$ cat config.mk
export PLATFORM = sky130hd
export DESIGN_NAME = ifetch_ctrl
export DESIGN_NICKNAME = d
export VERILOG_FILES = /design/src/rtl/ifetch_pkg.sv /design/src/rtl/ifetch_fifo2.sv /design/src/rtl/ifetch_ctrl.sv
export SDC_FILE = /design/constraint.sdc
export NUM_CORES = 1
export LEC_CHECK = 0
export CAP_MARGIN = 20
export CORE_ASPECT_RATIO = 1.75
export CORE_MARGIN = 5
export CORE_UTILIZATION = 45
export CTS_CLUSTER_DIAMETER = 200
export DETAILED_ROUTE_END_ITERATION = 8
export PLACE_DENSITY = 0.77
export SKIP_LAST_GASP = 1
export SYNTH_ARGS = -nofsm -noshare
export SYNTH_HDL_FRONTEND = slang
export SYNTH_SLANG_ARGS = --single-unit
export TNS_END_PERCENT = 20
$ cat constraint.sdc
create_clock -name clk -period 8.7 [get_ports clk]
set_clock_uncertainty 0.05 [all_clocks]
set_input_delay 1.74 -clock clk [delete_from_list [all_inputs] [get_ports clk]]
set_output_delay 1.74 -clock clk [all_outputs]
set_load 0.005 [all_outputs]
$ cat src/rtl/ifetch_pkg.sv
// Shared types and constants for the instruction fetch controller.
// Holds the controller state enum, fetch bundle and default constants.
package ifetch_pkg;

  typedef enum logic {
    S_FETCH,
    S_LOAD
  } state_t;

  typedef struct packed {
    logic [31:0] pc;
    logic [31:0] inst;
  } fetch_t;

  localparam logic [31:0] RESET_PC_DEFAULT = 32'h0000_0000;
  localparam int          FIFO_DEPTH       = 2;

endpackage

$ cat src/rtl/ifetch_fifo2.sv
// Two-entry {pc,inst} output buffer with push, pop and flush.
// Ports: push/din in, pop, flush; dout (head), nxt (second), count/full/empty.
module ifetch_fifo2
  import ifetch_pkg::*;
(
  input  logic       clk,
  input  logic       rst,
  input  logic       push,
  input  logic       pop,
  input  logic       flush,
  input  fetch_t     din,
  output fetch_t     dout,
  output fetch_t     nxt,
  output logic [1:0] count,
  output logic       full,
  output logic       empty
);

  fetch_t e0;
  fetch_t e1;

  always_ff @(posedge clk or posedge rst) begin
    if (rst) begin
      e0    <= '0;
      e1    <= '0;
      count <= 2'd0;
    end else if (flush) begin
      count <= 2'd0;
    end else begin
      unique case ({push, pop})
        2'b10: begin
          if (count == 2'd0) e0 <= din;
          else               e1 <= din;
          count <= count + 2'd1;
        end
        2'b01: begin
          e0    <= e1;
          count <= count - 2'd1;
        end
        2'b11: begin
          if (count == 2'd1) begin
            e0 <= din;
          end else begin
            e0 <= e1;
            e1 <= din;
          end
        end
        default: ;
      endcase
    end
  end

  assign dout  = e0;
  assign nxt   = e1;
  assign full  = (count == 2'd2);
  assign empty = (count == 2'd0);

endmodule

$ cat src/rtl/ifetch_ctrl.sv
// Instruction fetch controller sharing one inst_ram port with a loader.
// Ports: ram_* (RAM port), ld_* (loader), redirect*, out_* (valid/ready).
module ifetch_ctrl
  import ifetch_pkg::*;
#(
  parameter logic [31:0] RESET_PC   = RESET_PC_DEFAULT,
  parameter int          FIFO_DEPTH = ifetch_pkg::FIFO_DEPTH
) (
  input  logic        clk,
  input  logic        rst,
  output logic        ram_ena,
  output logic [3:0]  ram_wea,
  output logic [9:0]  ram_addra,
  output logic [31:0] ram_dina,
  input  logic [31:0] ram_douta,
  input  logic        ld_req,
  input  logic [9:0]  ld_addr,
  input  logic [31:0] ld_data,
  output logic        ld_gnt,
  input  logic        redirect,
  input  logic [31:0] redirect_pc,
  output logic        out_valid,
  input  logic        out_ready,
  output logic [31:0] out_pc,
  output logic [31:0] out_inst
);

  state_t      state_q, state_d;
  logic [31:0] pc_q, pc_d;
  logic [31:0] rd_pc_q;
  logic        infl_q;

  fetch_t      head, nxt;
  logic [1:0]  count;
  logic        full, empty;
  logic        pop, push, flush, issue;
  logic [2:0]  occ, lim;
  logic [31:0] rewind_pc;

  assign pop   = out_valid & out_ready;
  assign flush = redirect | ld_req;
  assign push  = infl_q & ~flush & (~full | pop);

  // Occupancy after this cycle's pop, counting the read already in flight.
  assign occ   = {1'b0, count} + {2'b0, infl_q};
  assign lim   = 3'(FIFO_DEPTH) + {2'b0, pop};
  assign issue = ~rst & (state_q == S_FETCH) & ~ld_req & ~redirect
               & (occ < lim);

  // Oldest PC not yet handed to the consumer, after any pop this cycle.
  always_comb begin
    rewind_pc = pc_q;
    if (count > {1'b0, pop}) begin
      rewind_pc = pop ? nxt.pc : head.pc;
    end else if (infl_q) begin
      rewind_pc = rd_pc_q;
    end
  end

  always_comb begin
    state_d = state_q;
    pc_d    = pc_q;
    unique case (state_q)
      S_FETCH: if (ld_req)  state_d = S_LOAD;
      S_LOAD:  if (!ld_req) state_d = S_FETCH;
      default: state_d = S_FETCH;
    endcase
    if (redirect) begin
      pc_d = redirect_pc & ~32'h3;
    end else if (ld_req && state_q == S_FETCH) begin
      pc_d = rewind_pc;
    end else if (issue) begin
      pc_d = pc_q + 32'd4;
    end
  end

  always_comb begin
    ram_ena   = 1'b0;
    ram_wea   = 4'b0000;
    ram_addra = 10'd0;
    ram_dina  = 32'd0;
    ld_gnt    = 1'b0;
    unique case (1'b1)
      (ld_req & ~rst): begin
        ld_gnt    = 1'b1;
        ram_ena   = 1'b1;
        ram_wea   = 4'b1111;
        ram_addra = ld_addr;
        ram_dina  = ld_data;
      end
      issue: begin
        ram_ena   = 1'b1;
        ram_addra = pc_q[11:2];
      end
      default: ;
    endcase
  end

  always_ff @(posedge clk or posedge rst) begin
    if (rst) begin
      state_q <= S_FETCH;
      pc_q    <= RESET_PC;
      rd_pc_q <= 32'd0;
      infl_q  <= 1'b0;
    end else begin
      state_q <= state_d;
      pc_q    <= pc_d;
      infl_q  <= issue;
      if (issue) rd_pc_q <= pc_q;
    end
  end

  ifetch_fifo2 u_fifo (
    .clk   (clk),
    .rst   (rst),
    .push  (push),
    .pop   (pop),
    .flush (flush),
    .din   ('{pc: rd_pc_q, inst: ram_douta}),
    .dout  (head),
    .nxt   (nxt),
    .count (count),
    .full  (full),
    .empty (empty)
  );

  assign out_valid = ~empty;
  assign out_pc    = head.pc;
  assign out_inst  = head.inst;

endmodule

==> impl_metrics.ini <==
[run_status]
outcome = completed

[routing]
drc_errors = 0
first_iter_violations = 604
drt-pass1-iter-count = 5
antenna_left = 0
wl_mm = 29.7
viasPerCell = 5.63
routedWlPerCell_um = 19.1
dr_total_vias = 8729

[hold_path]
holdCritStartpoint = pc_q[1]
min_path_cells = 2
hold_class = reg -> reg
holdPathEnd = rd_pc_q[1]

[global_routing]
grt_pass1_vias = 8902
grt_antenna_before_repair = 1
grtUsageTotal_pct = 23.5
grt.overflow.total = 0
grt_start_max_net_pins = 145
grt_pass1_wl_mm = 47.7

[timing]
hold_viol = 0
clock.fmax_mhz = 153
slew_headroom_pct = 30.6
worstMarginPinSlew_ns = 1.04
tns_ns = 0
grt_setup_unrepaired = no
setup_violations = 0
final.min_clock_period_ns = 6.54
period_share_pct = 75.2
slew_viol_final = 0

[synth]
synth_edf_count = 0
syn_area_mm2 = 0.0101
ys_warn_count = 0
avgSynthCellArea_um2 = 9.53
syn_inst = 1062
synth_ff_type = dfrtp_1
synth_nets = 1180
synth.distinct_cells = 68
ys_ff_latch = 196
ys_seq_area_share_pct = 48.4
async_flop_share_pct = 100

[placement]
dp.cells = 1515
detailed_place_hpwl_mm = 20.3
portBuffers = 221
gp_congestion = 0.885

[critical_path]
max_stage_delay_ns = 0.58
critical-path-top-delay-family = buffers and inverters
endpoint_kind = primary output
criticalPathCategory = in -> out
rr_endpoint = pc_q[24]
cp_num_buf_inv = 4
slowest_stage = clkdlybuf4s50_1
critPathArrivalTime_ns = 4.75
crit_fanout = 46
reg2reg_slack_ns = 4.11
cp-start-kind = primary input
reg2regPathDepth = 13
cp_data_required_time_ns = 6.91
reg2reg_from = u_fifo.count[0]
path_cells = clkdlybuf4s50_1 -> or4_1 -> a211o_1 -> buf_4 -> clkinv_2 -> nand2_1 -> nand2_1 -> clkdlybuf4s50_1

[clocking]
cts_buffer_depth = 2
clock-sinks = 196
cts_max_level = 4
post_cts_buffers = 0
hold_buffers = 0
path_clk_slew_ns = 0.06
cts_buffers = 17
ctsResizeCount = 0
insertion_delay_ns = 0.44
cts_tree = done
clk_root_buffer_cell = clkbuf_16

[power]
ir_drop_mv = 0.202
leakagePower_nw = 5.67
p_per_area_mw_per_mm2 = 206

[die]
design.die.area_mm2 = 0.0257
die_w_um = 123
core_region_area_mm2 = 0.0222
die_h_um = 208
io-pin-count = 224
initial_core_util_pct = 45.7
core.rowCount = 72

[final_layout]
num-nets-final = 1359
drive_gt1_share_pct = 10.9
layout.cells.non_filler = 1550
area_growth_pct = 29.8

[job]
drv_cap = 0
-- metrics by stage --
stage | utilization, % | total power [mW] | hold slack [ns] | worst slack, ns | area (µm²)
floorplan | - | 1.54 | 0.389 | 1.57 | 10100
global placement | 56.4 | 1.95 | 0.400 | 2.19 | 12500
detailed placement | 56.5 | 1.97 | 0.411 | 2.16 | 12500
CTS | 59.0 | 2.73 | 0.433 | 2.15 | 13100
global route | 59.3 | 2.86 | 0.449 | 2.02 | 13100
finish | 59.3 | 2.71 | 0.432 | 2.16 | 13100
-- cell usage after synthesis (7+ instances only) --
cell type  count  share of area, %
dfrtp_1      196                48
nand2_1      170               6.3
nor2_1       116               4.3
a21oi_1       98               4.8
mux2i_1       70               6.9
mux2_2        64               7.1
clkbuf_1      50               1.9
and2_1        34               2.1
o21ai_0       31               1.5
a31oi_1       23               1.4
nand3_1       20              0.99
buf_2         18              0.89
nor3_1        15              0.74
inv_1         11              0.41
a2111oi_0      8              0.69
nand4_1        8              0.49
and3_1         7              0.43
ha_1           7              0.86
-- cells by family after synthesis --
logic type | after synthesis | share of synthesized area (%)
and+or+nand+nor | 401 | 17.8
muxes | 134 | 14.0
buffers and inverters | 92 | 4.09
adders and majority gates | 7 | 0.865
DFF | 196 | 48.4
AOI/OAI and AO/OA | 227 | 14.4
xor gates and xnor gates | 5 | 0.433
-- state kept, by name, indices dropped and copies added (netlist names) --
name / flops
state_q: 1
rd_pc_q: 32
u_fifo.count: 2
u_fifo.nxt: 64
u_fifo.dout: 64
pc_q: 32
infl_q: 1
-- worst max path at each step --
stage	to	slack [ns]	startpoint	cells past startpoint
after floorplan	infl_q	1.57	rst	1
after global placement	ram_addra[7]	2.19	ld_req	8
after detailed placement	ram_addra[0]	2.16	ld_req	8
after CTS	ram_addra[0]	2.15	ld_req	8
after global routing	ram_addra[0]	2.02	ld_req	8
final	ram_addra[2]	2.16	ld_req	8
-- cell usage in the layout (no fill, tap or decap), types with 17 or more instances in the layout --
cell type,n
mux2_2,64
clkbuf_16,17
a31oi_1,22
o21ai_0,31
nand2_1,170
clkdlybuf4s50_1,220
and2_1,34
dfrtp_1,196
nor2_1,116
mux2i_1,70
a21oi_1,98
nand3_1,20
-- layer usage --
metal / GRT usage, % / up-vias / share of wire [%]
met5: 0 / - / 0
met4: 9.75 / 0 / 3.4
met3: 4.81 / 53 / 6.0
met2: 40.0 / 303 / 53
met1: 28.4 / 4262 / 37
li1: - / 4111 / -
-- report_power, final --
group / internal [mW] / switching, mW
logic: 0.398 / 0.300
clock network: 0.414 / 0.346
registers: 1.09 / 0.165
-- tightest hold or removal path, delay by kind of cell, from the launching register on --
kind / cells / cell delay (ns)
DFF: 1 / 0.34
and+or+nand+nor: 2 / 0.11
-- layout make-up --
type,count,area (µm²)
fillers,1922,9020
flip-flops and latches,196,4900
multi-input cells,774,4850
repair buffers,239,2400
clock buffers,22,474
well taps,296,370
clock inverters,9,80.1
inverters,13,57.6
diodes,1,2.50
(Power assumes the default switching activity.)
